$ cat src/rtl/io_bidir_exerciser.sv
// rtl/io_bidir_exerciser.sv - PRBS loopback driver/checker for a bidirectional pad, then pull-level check.
// Optional pull check in PCHK is enabled by defining IO_EXER_PULL_CHECK_EN.
module io_bidir_exerciser #(
   parameter int unsigned PATTERN_LEN = 16,
   parameter int unsigned LOOP_LAT    = 2,
   parameter int unsigned TURN_CYCLES = 4,
   parameter logic [6:0]  SEED        = 7'h01,
   parameter logic        PULL_VAL    = 1'b1,
   parameter int unsigned ERR_W       = 8
) (
   input  logic             clk,
   input  logic             rst,
   input  logic             start,
   input  logic             abort,
   output logic             pad_o,
   output logic             pad_t,
   input  logic             pad_i,
   output logic             busy,
   output logic             done,
   output logic             pass,
   output logic [ERR_W-1:0] err_count
);

   typedef enum logic [2:0] {
      S_IDLE, S_DRIVE, S_DRAIN, S_TURN, S_PCHK, S_DONE
   } state_t;

   localparam logic [6:0]       SEED_C    = (SEED == 7'h00) ? 7'h01 : SEED;
   localparam logic [7:0]       LEN_LAST  = 8'(PATTERN_LEN - 1);
   localparam logic [7:0]       LAT_LAST  = 8'(LOOP_LAT - 1);
   localparam logic [7:0]       TURN_LAST = 8'(TURN_CYCLES - 1);
   localparam logic [ERR_W-1:0] ERR_MAX   = '1;

   state_t              state_q, state_d;
   logic [7:0]          cnt_q, cnt_d;
   logic [6:0]          lfsr_q, lfsr_d;
   logic [ERR_W-1:0]    err_q, err_d;
   logic                pass_q, pass_d;
   logic                pad_t_q, pad_t_d;
   logic                pad_o_q, pad_o_d;
   logic [LOOP_LAT-1:0] exp_q, vld_q;
   logic                flush;
   logic                cmp_hit;

   function automatic logic [6:0] lfsr_next(input logic [6:0] s);
      return {s[5:0], s[6] ^ s[5]};
   endfunction

   assign cmp_hit = vld_q[LOOP_LAT-1] && (pad_i != exp_q[LOOP_LAT-1]);

   always_comb begin
      state_d = state_q;
      cnt_d   = cnt_q;
      lfsr_d  = lfsr_q;
      err_d   = err_q;
      pass_d  = pass_q;
      pad_t_d = 1'b1;
      pad_o_d = 1'b0;
      flush   = 1'b0;
      if (cmp_hit && err_q != ERR_MAX) err_d = err_q + 1'b1;
      case (state_q)
         S_IDLE: begin
            if (start && !abort) begin
               state_d = S_DRIVE;
               cnt_d   = 8'd0;
               lfsr_d  = SEED_C;
               err_d   = '0;
               pass_d  = 1'b0;
               pad_t_d = 1'b0;
               pad_o_d = SEED_C[0];
            end
         end
         S_DRIVE: begin
            pad_t_d = 1'b0;
            lfsr_d  = lfsr_next(lfsr_q);
            if (cnt_q == LEN_LAST) begin
               state_d = S_DRAIN;
               cnt_d   = 8'd0;
               pad_o_d = pad_o_q;
            end else begin
               cnt_d   = cnt_q + 8'd1;
               pad_o_d = lfsr_d[0];
            end
         end
         S_DRAIN: begin
            // Last driven bit stays on the pad until its compare has landed.
            if (cnt_q == LAT_LAST) begin
               state_d = S_TURN;
               cnt_d   = 8'd0;
            end else begin
               cnt_d   = cnt_q + 8'd1;
               pad_t_d = 1'b0;
               pad_o_d = pad_o_q;
            end
         end
         S_TURN: begin
            if (cnt_q == TURN_LAST) begin
               cnt_d = 8'd0;
`ifdef IO_EXER_PULL_CHECK_EN
               state_d = S_PCHK;
`else
               state_d = S_DONE;
`endif
            end else begin
               cnt_d = cnt_q + 8'd1;
            end
         end
         S_PCHK: begin
            if (pad_i != PULL_VAL && err_q != ERR_MAX) err_d = err_q + 1'b1;
            state_d = S_DONE;
         end
         S_DONE:  state_d = S_IDLE;
         default: state_d = S_IDLE;
      endcase
      if (state_d == S_DONE && state_q != S_DONE) pass_d = (err_d == '0);
      // Abort overrides everything while busy; the error count is kept for inspection.
      if (abort && state_q != S_IDLE) begin
         state_d = S_IDLE;
         cnt_d   = 8'd0;
         pad_t_d = 1'b1;
         pad_o_d = 1'b0;
         pass_d  = 1'b0;
         err_d   = err_q;
         flush   = 1'b1;
      end
   end

   always_ff @(posedge clk or posedge rst) begin
      if (rst) begin
         state_q <= S_IDLE;
         cnt_q   <= 8'd0;
         lfsr_q  <= SEED_C;
         err_q   <= '0;
         pass_q  <= 1'b0;
         pad_t_q <= 1'b1;
         pad_o_q <= 1'b0;
      end else begin
         state_q <= state_d;
         cnt_q   <= cnt_d;
         lfsr_q  <= lfsr_d;
         err_q   <= err_d;
         pass_q  <= pass_d;
         pad_t_q <= pad_t_d;
         pad_o_q <= pad_o_d;
      end
   end

   always_ff @(posedge clk or posedge rst) begin
      if (rst) begin
         exp_q <= '0;
         vld_q <= '0;
      end else begin
         exp_q[0] <= pad_o_q;
         for (int i = 1; i < LOOP_LAT; i++) exp_q[i] <= exp_q[i-1];
         if (flush) begin
            vld_q <= '0;
         end else begin
            vld_q[0] <= (state_q == S_DRIVE);
            for (int i = 1; i < LOOP_LAT; i++) vld_q[i] <= vld_q[i-1];
         end
      end
   end

   assign pad_o     = pad_o_q;
   assign pad_t     = pad_t_q;
   assign busy      = (state_q != S_IDLE);
   assign done      = (state_q == S_DONE);
   assign pass      = pass_q;
   assign err_count = err_q;

endmodule
$ cat config.mk
export PLATFORM = sky130hd
export DESIGN_NAME = io_bidir_exerciser
export DESIGN_NICKNAME = d
export VERILOG_FILES = /design/src/rtl/io_bidir_exerciser.sv
export SDC_FILE = /design/constraint.sdc
export NUM_CORES = 1
export LEC_CHECK = 0
export BUFFER_PORTS_ARGS = -buffer_cell sky130_fd_sc_hd__clkbuf_2
export CORE_MARGIN = 5
export CORE_UTILIZATION = 53
export CTS_CLUSTER_DIAMETER = 60
export DETAILED_ROUTE_END_ITERATION = 16
export GPL_ROUTABILITY_DRIVEN = 0
export PLACE_DENSITY_LB_ADDON = 0.12
export SLEW_MARGIN = 0
export SYNTH_ARGS = -nofsm -noshare
export SYNTH_HDL_FRONTEND = slang
export SYNTH_SLANG_ARGS = --single-unit
$ cat constraint.sdc
create_clock -name clk -period 1.88 [get_ports clk]
set_input_delay 0.376 -clock clk [delete_from_list [all_inputs] [get_ports clk]]
set_output_delay 0.376 -clock clk [all_outputs]
set_load 0.01 [all_outputs]
==> results.py <==
metrics = {
    "critical_path": {
        "cp_data_required_time_ns": 2.16,
        "path_buf_inv": 2,
        "cp-start-kind": "flip-flop",
        "path_cells": "nor4_4, buf_4, buf_4, a32oi_1, a2111oi_4, o211ai_1, o31ai_2",
        "endpoint_kind": "flip-flop",
        "cp_top_family": "compound AO/OA/AOI/OAI gates",
        "cp_data_arrival_time_ns": 2.29,
        "cp_common_cell": "buf_4",
        "worstRegToRegCells": 7,
        "cp_max_fo": 5,
        "worst-r2r-setup-slack_ns": -0.13,
        "reg2reg_to": "pass$_DFFE_PP0P_",
        "worst-setup-path-type": "flip-flop to flip-flop",
        "max_stage_delay_ns": 0.46,
        "cpMaxStageDelayCell": "dfrtp_2",
        "r2r-start": "cnt_q[6]$_DFFE_PP0P_",
    },
    "hold_path": {
        "whs_path_depth": 0,
        "hp-start": "exp_q[0]$_DFF_PP0_",
        "min_path_type": "flip-flop to flip-flop",
        "min_to": "exp_q[1]$_DFF_PP0_",
    },
    "cells_and_area": {
        "diodes": 0,
        "layout-drive-gt1-share": 0.419,
        "multi_input_area_sq_um": 1190,
        "finalNonFillerCells": 349,
        "seq_area_sq_um": 832,
        "final_common_cell": "buf_4",
        "fin_nets": 310,
        "syn_to_final_growth_pct": 46.4,
        "layout_common_cells": "60 x buf_4, 37 x nand2_1, 28 x dfrtp_1",
        "n_fill_cell": 212,
    },
    "logic_synthesis": {
        "postSynth.asyncResetShare": 1.00,
        "synth.area.top_cells": "dfrtp_1 40%, nand2_1 7.4%, o21ai_0 4.4%",
        "synth-edff-count": 0,
        "post-synth-top-area-cell": "dfrtp_1",
        "ys_seq_area_frac": 0.432,
        "ys_warn_count": 0,
        "postSynthCellCount": 222,
        "synthesis.nets": 230,
        "synth_cell_types": 49,
        "yosysTopAreaCellShare": 0.404,
        "ys_seq_elements": 33,
        "syn_area_sq_um": 1920,
        "synth-main-ff-cell": "dfrtp_1",
        "synth_area_per_cell_sq_um": 8.65,
    },
    "floorplan": {
        "initial_core_util": 0.562,
        "core_sq_um": 3420,
        "fp-row-count": 21,
        "die_h_um": 70.2,
        "io-pin-count": 18,
        "die_w_um": 70.2,
        "die_area_sq_um": 4930,
    },
    "clock_network": {
        "clkSinkCount": 33,
        "htreeDepth": 2,
        "clockBufferDepth": 2,
        "clk_pin_slew_ns": 0.13,
        "cts_buffers": 5,
        "cts_tree": "done",
        "insertion_delay_ns": 0.36,
        "root_buffer": "clkbuf_4",
    },
    "drt": {
        "first_pass_iters": 7,
        "first_iter_violations": 296,
        "drc_errors": 0,
        "via_per_inst": 6.16,
        "wl_per_cell_um": 18.1,
        "via_count": 2151,
        "final_antenna_net_count": 0,
        "wl_mm": 6.32,
    },
    "pwr": {
        "ir_drop_v": 0.000544,
        "finalPower_mw": 1.66,
        "power.static_leakage_nw": 1.40,
        "cellPowerDensity_nw_per_um2": 589,
    },
    "sta": {
        "slew-limit-headroom": 0.704,
        "setup_violations": 6,
        "min_period_ns": 2.01,
        "hold_viol": 0,
        "fin_skew_ns": 0.0201,
        "whs_ns": 0.369,
        "layout_setup_ws_ns": -0.133,
        "fmax_mhz": 497,
        "finalMaxSlewViolations": 0,
        "worstMarginPinSlew_ns": 0.445,
        "grt_setup_unrepaired": "true",
        "finalCritPeriodShare": 1.07,
    },
    "placement": {
        "place_inst": 324,
        "numPortBuffers": 17,
        "hpwlAfterDp_mm": 3.77,
        "post-place-ws_ns": -0.288,
    },
    "global_route": {
        "gr-total-overflow": 0,
        "grt.total_usage": 0.232,
        "antenna_found_initial": 0,
        "first_global_vias": 1984,
        "grt_start_max_net_pins": 22,
        "grt_pass1_wl_mm": 9.32,
    },
    "run_status": {
        "violations": "negative setup slack",
        "outcome": "complete, but fails checks",
    },
    "flow_run": {
        "maxCapViolations": 0,
    },
}
-- logic make-up (layout without fill, tap and decap cells) --
logic type | count (synthesis) | count (layout) | synth area share
XOR/XNOR | 3 | 3 | 0.0137
adder cells (fa/ha/maj) | 3 | 3 | 0.0196
flip-flops | 33 | 33 | 0.432
buffers and inverters | 16 | 97 | 0.0358
AND/OR/NAND/NOR | 110 | 110 | 0.287
AO/OA/AOI/OAI | 53 | 53 | 0.190
multiplexers | 4 | 4 | 0.0215
-- synth_stat cells (3+ instances only) --
cell type	instances
a21o_1	3
a21oi_1	8
and2_1	5
and3_1	9
clkbuf_1	9
dfrtp_1	31
ha_1	3
inv_1	4
mux2i_1	3
nand2_1	38
nand2b_1	5
nand3_1	15
nand4_1	3
nor2_1	17
nor2b_1	5
nor3_1	4
o21ai_0	17
o21ai_1	3
o31ai_1	3
-- repair_timing --
| action | CTS | global route |
|---|---|---|
| hold buffers | 1 | 0 |
| pin swaps | 6 | 12 |
| endpoints found under the setup margin | 10 | 19 |
| endpoints found under the hold margin | 4 | 0 |
| gates resized for setup | 13 | 39 |
| buffers inserted | 6 | 11 |
-- registers in the layout, indices dropped and copies added (netlist names), 2 cells and up --
signal,flops
exp_q,2
vld_q,2
err_count,8
lfsr_q,7
cnt_q,8
state_q,3
-- area by class of cell --
type / instances / area share
clock inverter: 3 / 0.0165
timing repair buffer: 85 / 0.226
clock buffer: 5 / 0.0134
sequential: 33 / 0.296
multi-input combinational: 173 / 0.423
inverter: 4 / 0.00534
tap: 46 / 0.0205
-- routing by layer --
metal,global-route usage,vias up,share of wire
met1,0.320,1002,0.40
li1,-,957,-
met2,0.368,148,0.47
met4,0.0596,0,0.047
met3,0.0531,44,0.085
met5,0,-,0
-- power breakdown --
part / internal, mW / total [mW] / switching, mW
clock: 0.281 / 0.557 / 0.275
combinational: 0.152 / 0.316 / 0.165
sequential: 0.756 / 0.783 / 0.0268
total: 1.19 / 1.66 / 0.467
-- worst max-delay path by stage --
stage                                    start                to  cells after the start
after CTS                 state_q[2]$_DFF_PP0_  pass$_DFFE_PP0P_                      6
after detailed placement                 start  pass$_DFFE_PP0P_                      7
after global routing      state_q[2]$_DFF_PP0_  pass$_DFFE_PP0P_                      6
after floorplan           state_q[2]$_DFF_PP0_  pass$_DFFE_PP0P_                      7
final                     cnt_q[6]$_DFFE_PP0P_  pass$_DFFE_PP0P_                      7
after global placement                   abort  pass$_DFFE_PP0P_                      7
-- stage by stage --
stage | util | area, sq um | setup TNS [ns]
3_3_place_gp | 0.705 | 2410 | -0.722
5_1_grt | 0.823 | 2810 | -0.786
6_report | 0.823 | 2810 | -0.269
3_5_place_dp | 0.705 | 2410 | -1.24
2_1_floorplan | - | 1940 | -0.171
4_1_cts | 0.765 | 2610 | -0.119
(Power assumes the default switching activity.)
